--- src/rtl/core_alu_seq.sv ---
// Sequencer for the core ALU source mux: steps single-pass ops, AMO read-modify-write
// and CSR read-modify-write through their phases and handshakes with the data-memory port.
module core_alu_seq #(
  parameter int TIMEOUT_CYCLES = 255
) (
  input  logic       clk,
  input  logic       rst,
  input  logic       cmd_valid,
  output logic       cmd_ready,
  input  logic [1:0] cmd_kind,
  input  logic [2:0] cmd_op1_sel,
  input  logic [2:0] cmd_op2_sel,
  output logic [2:0] op1_sel,
  output logic [2:0] op2_sel,
  output logic       alu_en,
  output logic       save_reg2,
  output logic       mem_req_valid,
  input  logic       mem_req_ready,
  output logic       mem_req_write,
  input  logic       mem_rsp_valid,
  output logic       csr_we,
  output logic       done_valid,
  input  logic       done_ready,
  output logic       done_err,
  output logic       busy
);

  localparam int CW = (TIMEOUT_CYCLES < 1) ? 1 : $clog2(TIMEOUT_CYCLES + 1);

  localparam logic [1:0] KIND_SINGLE = 2'd0;
  localparam logic [1:0] KIND_AMO    = 2'd1;
  localparam logic [1:0] KIND_CSR    = 2'd2;

  typedef enum logic [2:0] {
    S_IDLE,
    S_EXEC,
    S_ADDR,
    S_RD_WAIT,
    S_MODIFY,
    S_WR_REQ,
    S_WR_WAIT,
    S_DONE
  } state_t;

  state_t        state;
  state_t        state_n;
  logic [1:0]    kind_q;
  logic [2:0]    op1_q;
  logic [2:0]    op2_q;
  logic          err_q;
  logic          err_n;
  logic [CW-1:0] tcnt;
  logic          accept;
  logic          waiting;
  logic          expired;

  assign accept  = cmd_valid && (state == S_IDLE);
  assign waiting = (state == S_ADDR) || (state == S_RD_WAIT) ||
                   (state == S_WR_REQ) || (state == S_WR_WAIT);
  // A zero timeout disables expiry; the counter saturates rather than wrapping.
  assign expired = (TIMEOUT_CYCLES != 0) && (int'(tcnt) == TIMEOUT_CYCLES - 1);

  // save_reg2 is the only output taken straight from the inputs.
  assign save_reg2 = accept && (cmd_kind == KIND_AMO);

  always_ff @(posedge clk or posedge rst) begin
    if (rst) begin
      state  <= S_IDLE;
      err_q  <= 1'b0;
      kind_q <= '0;
      op1_q  <= '0;
      op2_q  <= '0;
      tcnt   <= '0;
    end else begin
      state <= state_n;
      err_q <= err_n;
      if (accept) begin
        kind_q <= cmd_kind;
        op1_q  <= cmd_op1_sel;
        op2_q  <= cmd_op2_sel;
      end
      if (state_n != state) begin
        tcnt <= '0;
      end else if (waiting && (tcnt != {CW{1'b1}})) begin
        tcnt <= tcnt + CW'(1);
      end
    end
  end

  always_comb begin
    state_n = state;
    err_n   = err_q;
    case (state)
      S_IDLE: begin
        if (cmd_valid) begin
          case (cmd_kind)
            KIND_SINGLE, KIND_CSR: state_n = S_EXEC;
            KIND_AMO:              state_n = S_ADDR;
            default: begin
              state_n = S_DONE;
              err_n   = 1'b1;
            end
          endcase
        end
      end
      S_EXEC:   state_n = S_DONE;
      S_ADDR: begin
        if (mem_req_ready) begin
          state_n = S_RD_WAIT;
        end else if (expired) begin
          state_n = S_DONE;
          err_n   = 1'b1;
        end
      end
      S_RD_WAIT: begin
        if (mem_rsp_valid) begin
          state_n = S_MODIFY;
        end else if (expired) begin
          state_n = S_DONE;
          err_n   = 1'b1;
        end
      end
      S_MODIFY: state_n = S_WR_REQ;
      S_WR_REQ: begin
        if (mem_req_ready) begin
          state_n = S_WR_WAIT;
        end else if (expired) begin
          state_n = S_DONE;
          err_n   = 1'b1;
        end
      end
      S_WR_WAIT: begin
        if (mem_rsp_valid) begin
          state_n = S_DONE;
        end else if (expired) begin
          state_n = S_DONE;
          err_n   = 1'b1;
        end
      end
      S_DONE: begin
        if (done_ready) begin
          state_n = S_IDLE;
          err_n   = 1'b0;
        end
      end
      default: state_n = S_IDLE;
    endcase
  end

  // Every output below depends only on the registered state and latched fields.
  always_comb begin
    cmd_ready     = 1'b0;
    op1_sel       = 3'd0;
    op2_sel       = 3'd0;
    alu_en        = 1'b0;
    mem_req_valid = 1'b0;
    mem_req_write = 1'b0;
    csr_we        = 1'b0;
    done_valid    = 1'b0;
    done_err      = 1'b0;
    busy          = (state != S_IDLE);
    case (state)
      S_IDLE: cmd_ready = 1'b1;
      S_EXEC: begin
        alu_en = 1'b1;
        if (kind_q == KIND_CSR) begin
          op2_sel = 3'd3;
          csr_we  = 1'b1;
        end else begin
          op1_sel = op1_q;
          op2_sel = op2_q;
        end
      end
      S_ADDR: begin
        op2_sel       = 3'd2;
        alu_en        = 1'b1;
        mem_req_valid = 1'b1;
      end
      S_MODIFY: begin
        op1_sel = 3'd1;
        op2_sel = 3'd1;
        alu_en  = 1'b1;
      end
      S_WR_REQ: begin
        op2_sel       = 3'd2;
        alu_en        = 1'b1;
        mem_req_valid = 1'b1;
        mem_req_write = 1'b1;
      end
      S_DONE: begin
        done_valid = 1'b1;
        done_err   = err_q;
      end
      default: ;
    endcase
  end

endmodule
--- config.mk ---
export PLATFORM = sky130hd
export DESIGN_NAME = core_alu_seq
export DESIGN_NICKNAME = d
export VERILOG_FILES = /design/src/rtl/core_alu_seq.sv
export SDC_FILE = /design/constraint.sdc
export NUM_CORES = 1
export LEC_CHECK = 0
export ABC_CLOCK_PERIOD_IN_PS = 1800
export CAP_MARGIN = 20
export CORE_AREA = 2 2 59 61
export DETAILED_ROUTE_END_ITERATION = 10
export DIE_AREA = 0 0 61 63
export GPL_TIMING_DRIVEN = 0
export PLACE_DENSITY = 0.71
export SYNTH_ARGS = -nofsm -noshare
export SYNTH_HDL_FRONTEND = slang
export SYNTH_SLANG_ARGS = --single-unit
--- constraint.sdc ---
create_clock -name clk -period 1.8 [get_ports clk]
set_clock_uncertainty 0.05 [all_clocks]
set_input_delay 0.36 -clock clk [delete_from_list [all_inputs] [get_ports clk]]
set_output_delay 0.36 -clock clk [all_outputs]
set_load 0.1 [all_outputs]
# Word-level counts from Yosys, hierarchy flattened

Index checks and enable logic that the tools add are counted.
W data, S select, Z words.

Eq/ne operators: 18
Multiplexer cells: 30
Add/sub/neg operators: 1
Reduce and logical (&&, ||, !) cells: 17

Operator list:

| operator              | number |
|---|---|
| $mux W3               | 9 |
| $pmux W3 S8           | 1 |
| $mux W8               | 2 |
| $mux W1               | 14 |
| $eq A3 B3 Y1 const B  | 4 |
| $pmux W3 S2           | 2 |
| $ne A2 B2 Y1 const B  | 5 |
| $pmux W3 S3           | 1 |
| $add A8 B1 Y8 const B | 1 |
| $eq A8 B2 Y1 const B  | 1 |
| $ne A8 B8 Y1 const B  | 1 |
| $eq A3 B2 Y1 const B  | 2 |
| $reduce_and A6 Y1     | 1 |
| $reduce_or A2 Y1      | 3 |
| $eq A2 B2 Y1 const B  | 2 |
| $pmux W1 S4           | 1 |
| $reduce_bool A4 Y1    | 1 |
| $reduce_or A4 Y1      | 1 |
| $eq A3 B1 Y1 const B  | 1 |
| $logic_and A1 B1 Y1   | 3 |
| $logic_not A3 Y1      | 1 |
| $logic_or A1 B1 Y1    | 3 |
| $ne A3 B3 Y1          | 1 |
| $reduce_bool A3 Y1    | 1 |
| 4 further kinds       | 4 |

Logic and storage cells: 72
Register bits after elaboration: 20
Bits of input ports: 14
Output and inout bits: 15

# Logic depth before layout (Yosys ltp)

Gate-level depths: netlist of the first run.

Depth in word-level cells: 7
Gate-level depth with buffers: 8
Depth with buffers taken out: 7

# Worst setup path after synthesis of the first run

Ideal clock, no wire load.

Kind: flip-flop to output port
Start point: reg state[0]
End point: out save_reg2
Slack: -1855 ps
Stages on the path, launching flop included: 5
Data required time: 1390 ps
Arrival time: 3245 ps
Buffers on the path: 2
Cells stage by stage: dfrtp_1 > buf_6 > or3_1 > buf_2 > nor3_1

Word-level cells in the longest chain between the ends: 3

Ends and longest elaborated chain:

| what                     | RTL line | RTL |
|---|---|---|
| start: declaration       | 45       | `state_t state;` |
| start signal: assignment | 75       | `state <= state_n;` |
| $logic_not A3 Y1         | 57       | `assign accept = cmd_valid && (state == S_IDLE);` |
| $logic_and A1 B1 Y1      | 57       |  |
| $logic_and A1 B1 Y1      | 64       | `assign save_reg2 = accept && (cmd_kind == KIND_AMO);` |
| end: declaration         | 16       | `output logic save_reg2,` |

No other way between the ends.

# Worst setup path in the final report of the first run

Start point: reg state[2]
End point: out op1_sel[2]

Word-level cells in the longest chain between the ends: 2
Elaborated cells on any way between the ends: 3
Classes of those cells: eq/ne: 2; mux: 1

Ends and longest elaborated chain:

| what                                         | RTL line | RTL |
|---|---|---|
| $eq A3 B3 Y1 or $eq A3 B1 Y1 (tied branches) | 162      | `case (state)` |
| $pmux W3 S2 (*)                              | 162      |  |
| end: declaration                             | 13       | `output logic [2:0] op1_sel,` |

Mark *: on every way between the ends. The rest lies on a longest branch, timed or not.

==> results.toml, run 1 <==
[global_routing]
grt.overflow.total = 0
grt_max_degree = 21
grt_pass1_vias = 1491
grt_pass1_wl_um = 6890
grt_usage_pct = 23.9
antenna_found_initial = 0

[clock_tree]
root_buffer = "clkbuf_4"
cts_max_level = 1
path_clk_slew_ps = 140
numCtsBuffers = 3
cts_tree = "done"
ctsHoldBuffers = 0
clock-sinks = 20
insertion_delay_ps = 330
clk_path_buf_depth = 2

[critical_path]
cp-end-kind = "output pin"
path_cells = "buf_6, buf_8, buf_8, nor3_4, and2_4, buf_12"
cpMaxStageDelayCell = "dfrtp_1"
cp.arrival_ps = 1730
crit_fanout = 5
setup.worst_path.class = "register to output pin"
cpMostUsedCell = "buf_8"
critPathRequiredTime_ps = 1390
cp_slowest_stage_delay_ps = 420
cp-start-kind = "register"

[drt]
drcViolationCount = 0
dr.first_iter.drc_count = 99
wl_um = 4800
via_per_inst = 5.66
drt_pass1_iterations = 4
route.vias.total = 1488
ant_nets = 0
wl_per_cell_um = 18.3

[yosys]
syn_area_um2 = 1430
synth_ff_type = "dfrtp_1"
synth.area.top_cells = "dfrtp_1 35%, mux2_2 6.3%, nor2_1 3.4%"
ys_types = 54
synth_top_area_share_pct = 34.9
netlist_instances = 158
syn-mean-instance-area_um2 = 9.07
synth.largest_area_cell = "dfrtp_1"
synth-edff-count = 0
ys_warn_count = 0
synth_common_cells = "20 x dfrtp_1, 13 x nor2_1, 10 x nand2_1"
syn-num-nets = 174
synth-seq-cells = 20
synthMostInstantiatedCell = "dfrtp_1"
synth-seq-area-share_pct = 34.9
async_reset_ff_share_pct = 100

[cells_and_area]
drive_above_1_share_pct = 53.9
fin_nets = 234
multiInputGateArea_um2 = 1170
fin_area_um2 = 2640
syn_to_final_growth_pct = 84.5
fillers = 187
ff_latch_area_um2 = 503
diodes = 0

[sta]
rsz0062_at_grt = "true"
setup_violations = 31
finalCritPeriodShare_pct = 119
timing_hold_violations_final = 0
clock.fmax_mhz = 467
tns_ps = -5100
worst_slack_ps = -343
report.final.slew_viol_count = 0
slew_headroom_pct = 45.8
finalCriticalPeriod_ps = 2140
tightest_slew_ps = 812

[status]
status = "finished with violations"
failed_checks = "setup timing"

[die]
initial_utilization_pct = 44.3
rows = 21
core_region_area_um2 = 3230
dieWidth_um = 61
die_h_um = 63
ioPinCount = 29
dieArea_um2 = 3840

[placement]
dpl_cell_area_um2 = 1990
gp_congestion = 0.827
port-buffer-count = 28
dp_hpwl_um = 2690

[power_and_ir_drop]
seq_power_share_pct = 14.1
switching_power_mw = 2.43
ir_drop_uv = 1550
p_leak_nw = 1.09
intPower_mw = 2.64
powerDensity_nw_per_um2 = 1920
p_clk_share_pct = 7.9
switching_share_pct = 48.0
combPwrFrac_pct = 78.1

[min_path]
hold_path_class = "primary input to asynchronous set/reset pin"

[job]
maxCapViolations = 0
==> routing by layer <==
metal | GRT usage [%] | up-vias | share of wire (%)
met5 | 0 | - | 0
met1 | 30.4 | 722 | 41
li1 | - | 689 | -
met4 | 8.42 | 0 | 1.8
met2 | 39.8 | 66 | 51
met3 | 3.93 | 11 | 5.7
==> logic make-up (layout without fill, tap and decap cells) <==
logic type / Yosys count / count (layout) / synth area share, %
AND/OR/NAND/NOR: 62 / 62 / 24.2
AO/OA/AOI/OAI: 40 / 40 / 21.6
flip-flops: 20 / 20 / 34.9
buffers and inverters: 18 / 77 / 5.68
multiplexers: 12 / 12 / 9.43
XOR/XNOR: 4 / 4 / 2.45
adder cells (fa/ha/maj): 2 / 2 / 1.75
==> path summary, 6_finish.rpt <==
kind	slack, ps	start	to	cells past startpoint
min in group clk	490	op2_q[1]$_DFFE_PP0P_	op2_q[1]$_DFFE_PP0P_	1
max	-340	state[2]$_DFF_PP0_	op1_sel[2]	6
max in group asynchronous	730	rst	state[0]$_DFF_PP0_	2
min reg2reg	490	op2_q[1]$_DFFE_PP0P_	op2_q[1]$_DFFE_PP0P_	1
min	410	rst	tcnt[0]$_DFFE_PP0P_	2
max reg2reg	-150	state[2]$_DFF_PP0_	tcnt[6]$_DFFE_PP0P_	9
==> critical path: cells and delay by family, from the launching register on <==
family / cells / cell delay (ps)
flops: 1 / 420
simple gates: 2 / 440
buf+inv: 4 / 550
==> what timing repair did <==
action,CTS,global route
setup endpoints to repair,24,33
setup buffers,17,11
resized for setup,171,25
pin swaps,24,17
cloned,0,1
==> power groups by stage <==
stage	combinational, mW	sequential (mW)	clock (mW)
final	3.96	0.714	0.399
after global routing	4.11	0.727	0.420
after CTS	3.48	0.681	0.396
after detailed placement	2.68	0.685	0
after global placement	2.65	0.676	0
after floorplan	2.22	0.661	0
==> per-stage QoR <==
stage	total power, mW	worst slack (ps)	cells	hold slack, ps	utilization, %
after global placement	3.32	-1080	232	435	61.5
after detailed placement	3.37	-1110	232	447	61.5
after floorplan	2.88	-359	158	274	-
after CTS	4.56	-360	252	451	75.6
final	5.07	-343	263	411	81.8
after global routing	5.26	-394	263	502	81.8
==> state kept, by name (all words and copies together), names as in the netlist <==
signal	cells
op2_q	3
err_q	1
state	3
tcnt	8
op1_q	3
kind_q	2
==> area by class of cell <==
type | instances | area share, %
clock inverters | 1 | 1.14
well taps | 46 | 2.18
flip-flops and latches | 20 | 19.0
plain buffers | 7 | 3.79
multi-input cells | 120 | 44.4
clock buffers | 3 | 0.852
inverters | 9 | 2.18
repair buffers | 57 | 26.4
==> placed cells by master, fill, tap and decap left out, types with 2 or more instances in the layout <==
master / Yosys / routed
clkbuf_4: 0 / 3
buf_12: 0 / 17
nand4bb_1: 2 / 2
and4_1: 2 / 2
nand3_1: 7 / 4
dfrtp_2: 0 / 2
a21oi_2: 0 / 3
nor2_4: 1 / 5
o21ai_1: 1 / 2
nor2_1: 13 / 8
a31oi_1: 4 / 3
nor3_1: 5 / 2
buf_6: 1 / 9
a21oi_1: 7 / 3
buf_8: 0 / 3
inv_1: 8 / 6
nand2b_4: 0 / 2
mux2_4: 1 / 9
o21ai_0: 9 / 5
buf_4: 0 / 21
dfrtp_1: 20 / 18
nand2b_1: 4 / 2
ha_1: 2 / 2
nand2_4: 0 / 2
and2_4: 0 / 5
nor3_4: 0 / 2
nand3_2: 0 / 3
xnor2_1: 3 / 2
nand2_8: 0 / 2
o21ai_4: 0 / 2
nand2_1: 10 / 7
mux2i_1: 3 / 3
nor3_2: 2 / 3
clkdlybuf4s50_1: 0 / 12
(Power assumes the default switching activity.)
==> run 2: changes to the inputs <==
- ABC_CLOCK_PERIOD_IN_PS: 1800 -> unset
==> results of run 2 <==
No change in the layout: final DEF, timing and power equal those of run 1.
==> run 3: changes to the inputs <==
- GPL_ROUTABILITY_DRIVEN: unset -> 0
- REMOVE_ABC_BUFFERS: unset -> 1
==> run 3 against run 2 <==
  * The flow still finishes with violations (setup timing)
  * Via count is 1.1% lower
  * Sequential power is 8.7% higher
  * Global-route usage is 0.95 points lower
  * Sequential share of layout area increased by 3.1 points
  * Highest routed layer unchanged
  * Non-clock buffer count down 10
  * First-iteration DRC count is 88% higher
  * Clock power is 7.8% lower
  * Clock-buffer cell count unchanged
  * Critical path depth is 1 higher
  * Sequential cell count is the same
  * Utilization down 10 points
  * Critical endpoint is now tcnt[6]$_DFFE_PP0P_
  * Hold slack better by 18 ps
==> results.toml, run 3 (synthesized netlist as in run 1, its figures left out) <==
[drt]
ant_nets = 0
route.vias.total = 1472
wl_per_cell_um = 18.1
drcViolationCount = 0
drt_pass1_iterations = 4
via_per_inst = 5.82
wl_um = 4570
dr.first_iter.drc_count = 186

[cells_and_area]
fin_nets = 224
drive_above_1_share_pct = 44.9
largest_reg_flops = 8
final_common_cell = "dfrtp_1"
top_register = "tcnt"
final_cell_mix = "17 x dfrtp_1, 15 x buf_6, 12 x clkdlybuf4s50_1, 12 x buf_4, 10 x buf_12"
diodes = 0
syn_to_final_growth_pct = 60.9
fin_area_um2 = 2300

[power_and_ir_drop]
p_leak_nw = 0.963
p_clk_share_pct = 8.2
switching_share_pct = 49.9
combPwrFrac_pct = 74.6
powerDensity_nw_per_um2 = 1950
power_mw = 4.49
intPower_mw = 2.25
ir_drop_uv = 921
switching_power_mw = 2.24
seq_power_share_pct = 17.3

[sta]
finalCriticalPeriod_ps = 2090
tightest_slew_ps = 771
tns_ps = -5580
report.final.slew_viol_count = 0
worst_slack_ps = -286
clock.fmax_mhz = 479
timing_hold_violations_final = 0
finalCritPeriodShare_pct = 116
slew_headroom_pct = 48.5
rsz0062_at_grt = "true"
setup_violations = 31

[clock_tree]
numCtsBuffers = 3
path_clk_slew_ps = 120
clk_path_buf_depth = 2
cts_tree = "done"
insertion_delay_ps = 310
root_buffer = "clkbuf_4"
ctsHoldBuffers = 0
clock-sinks = 20
cts_max_level = 1

[critical_path]
cpMostUsedCell = "buf_4"
setup.worst_path.class = "register to register"
path_cells = "buf_4, buf_4, a211oi_1, a221o_1, nand2_4, buf_6, nor3_4"
critPathRequiredTime_ps = 1980
cp.arrival_ps = 2260
crit_fanout = 14
cp_slowest_stage_delay_ps = 540
cp-end-kind = "register"
cp-start-kind = "register"
cpMaxStageDelayCell = "dfrtp_4"

[global_routing]
grt_pass1_wl_um = 6730
grt_max_degree = 21
antenna_found_initial = 0
grt.overflow.total = 0
grt_pass1_vias = 1398
grt_usage_pct = 22.9

[die]
ioPinCount = 29
dieArea_um2 = 3840
dieWidth_um = 61
initial_utilization_pct = 44.3
core_region_area_um2 = 3230
die_h_um = 63
rows = 21

[status]
status = "finished with violations"
failed_checks = "setup timing"

[placement]
dp_hpwl_um = 2520
port-buffer-count = 28
dpl_cell_area_um2 = 1720

[job]
maxCapViolations = 0

[min_path]
hold_path_class = "primary input to asynchronous set/reset pin"
run 3: cell types whose count changed in the layout (fill, tap and decap cells not counted), moves of 2 or more:
cell     before  now
buf_4        21   12
o21ai_0       5    7
nand3_1       4    7
buf_12       17   10
nor3_2        3    1
dfrtp_4       0    2
mux2_4        9    2
nand2_2       0    2
o21ai_4       2    0
nand3_2       3    0
mux2_2        0    7
buf_6         9   15
run 3: final cells by class:
type	count	area, um2
Clock buffer	3	22.5
Sequential cell	20	509
Clock inverter	1	30.0
Multi-Input combinational cell	120	1020
Fill cell	219	927
Timing Repair Buffer	54	631
Tap cell	46	57.6
Inverter	9	38.8
run 3: path summary, 6_finish.rpt:
kind | startpoint | to | slack [ps] | depth (start not counted)
max | state[2]$_DFF_PP0_ | tcnt[6]$_DFFE_PP0P_ | -290 | 7
min in group clk | op1_q[0]$_DFFE_PP0P_ | op1_q[0]$_DFFE_PP0P_ | 480 | 1
max reg2reg | state[2]$_DFF_PP0_ | tcnt[6]$_DFFE_PP0P_ | -290 | 7
max in group asynchronous | rst | state[0]$_DFF_PP0_ | 710 | 2
min | rst | tcnt[1]$_DFFE_PP0P_ | 430 | 2
min reg2reg | op1_q[0]$_DFFE_PP0P_ | op1_q[0]$_DFFE_PP0P_ | 480 | 1
run 3: power groups by stage:
stage / clock, mW / sequential (mW) / combinational [mW]
finish: 0.368 / 0.776 / 3.35
global route: 0.397 / 0.786 / 3.49
CTS: 0.376 / 0.751 / 2.79
detailed placement: 0 / 0.881 / 2.00
global placement: 0 / 0.862 / 1.97
floorplan: 0 / 0.797 / 1.62
run 3: timing repair:
item                       4_1_cts  5_1_grt
gates resized for setup        156       35
pin swaps                       10       13
setup buffers                   16       10
gates cloned                     0        0
setup endpoints to repair       35       26
run 3: worst max-delay path: cells and delay by family (launching register included):
family	cells	cell delay, ps
buffers and inverters	3	510
AO/OA/AOI/OAI	2	690
flip-flops	1	540
AND/OR/NAND/NOR	2	210
run 3: through the flow:
step | cells | setup slack [ps] | hold WS [ps] | util, %
CTS | 243 | -280 | 444 | 64.8
global placement | 223 | -1440 | 435 | 53.3
finish | 253 | -286 | 429 | 71.3
detailed placement | 223 | -1500 | 451 | 53.3
floorplan | 149 | -2380 | 274 | -
global route | 253 | -330 | 492 | 71.3
run 3: layer usage:
| layer | vias up | GRT usage, % | wire length (um) |
|---|---|---|---|
| li1 | 668 | - | - |
| met1 | 742 | 29.1 | 1770 |
| met2 | 54 | 38.3 | 2490 |
| met3 | 8 | 4.55 | 216 |
| met4 | 0 | 6.79 | 91 |
| met5 | - | 0 | 0 |
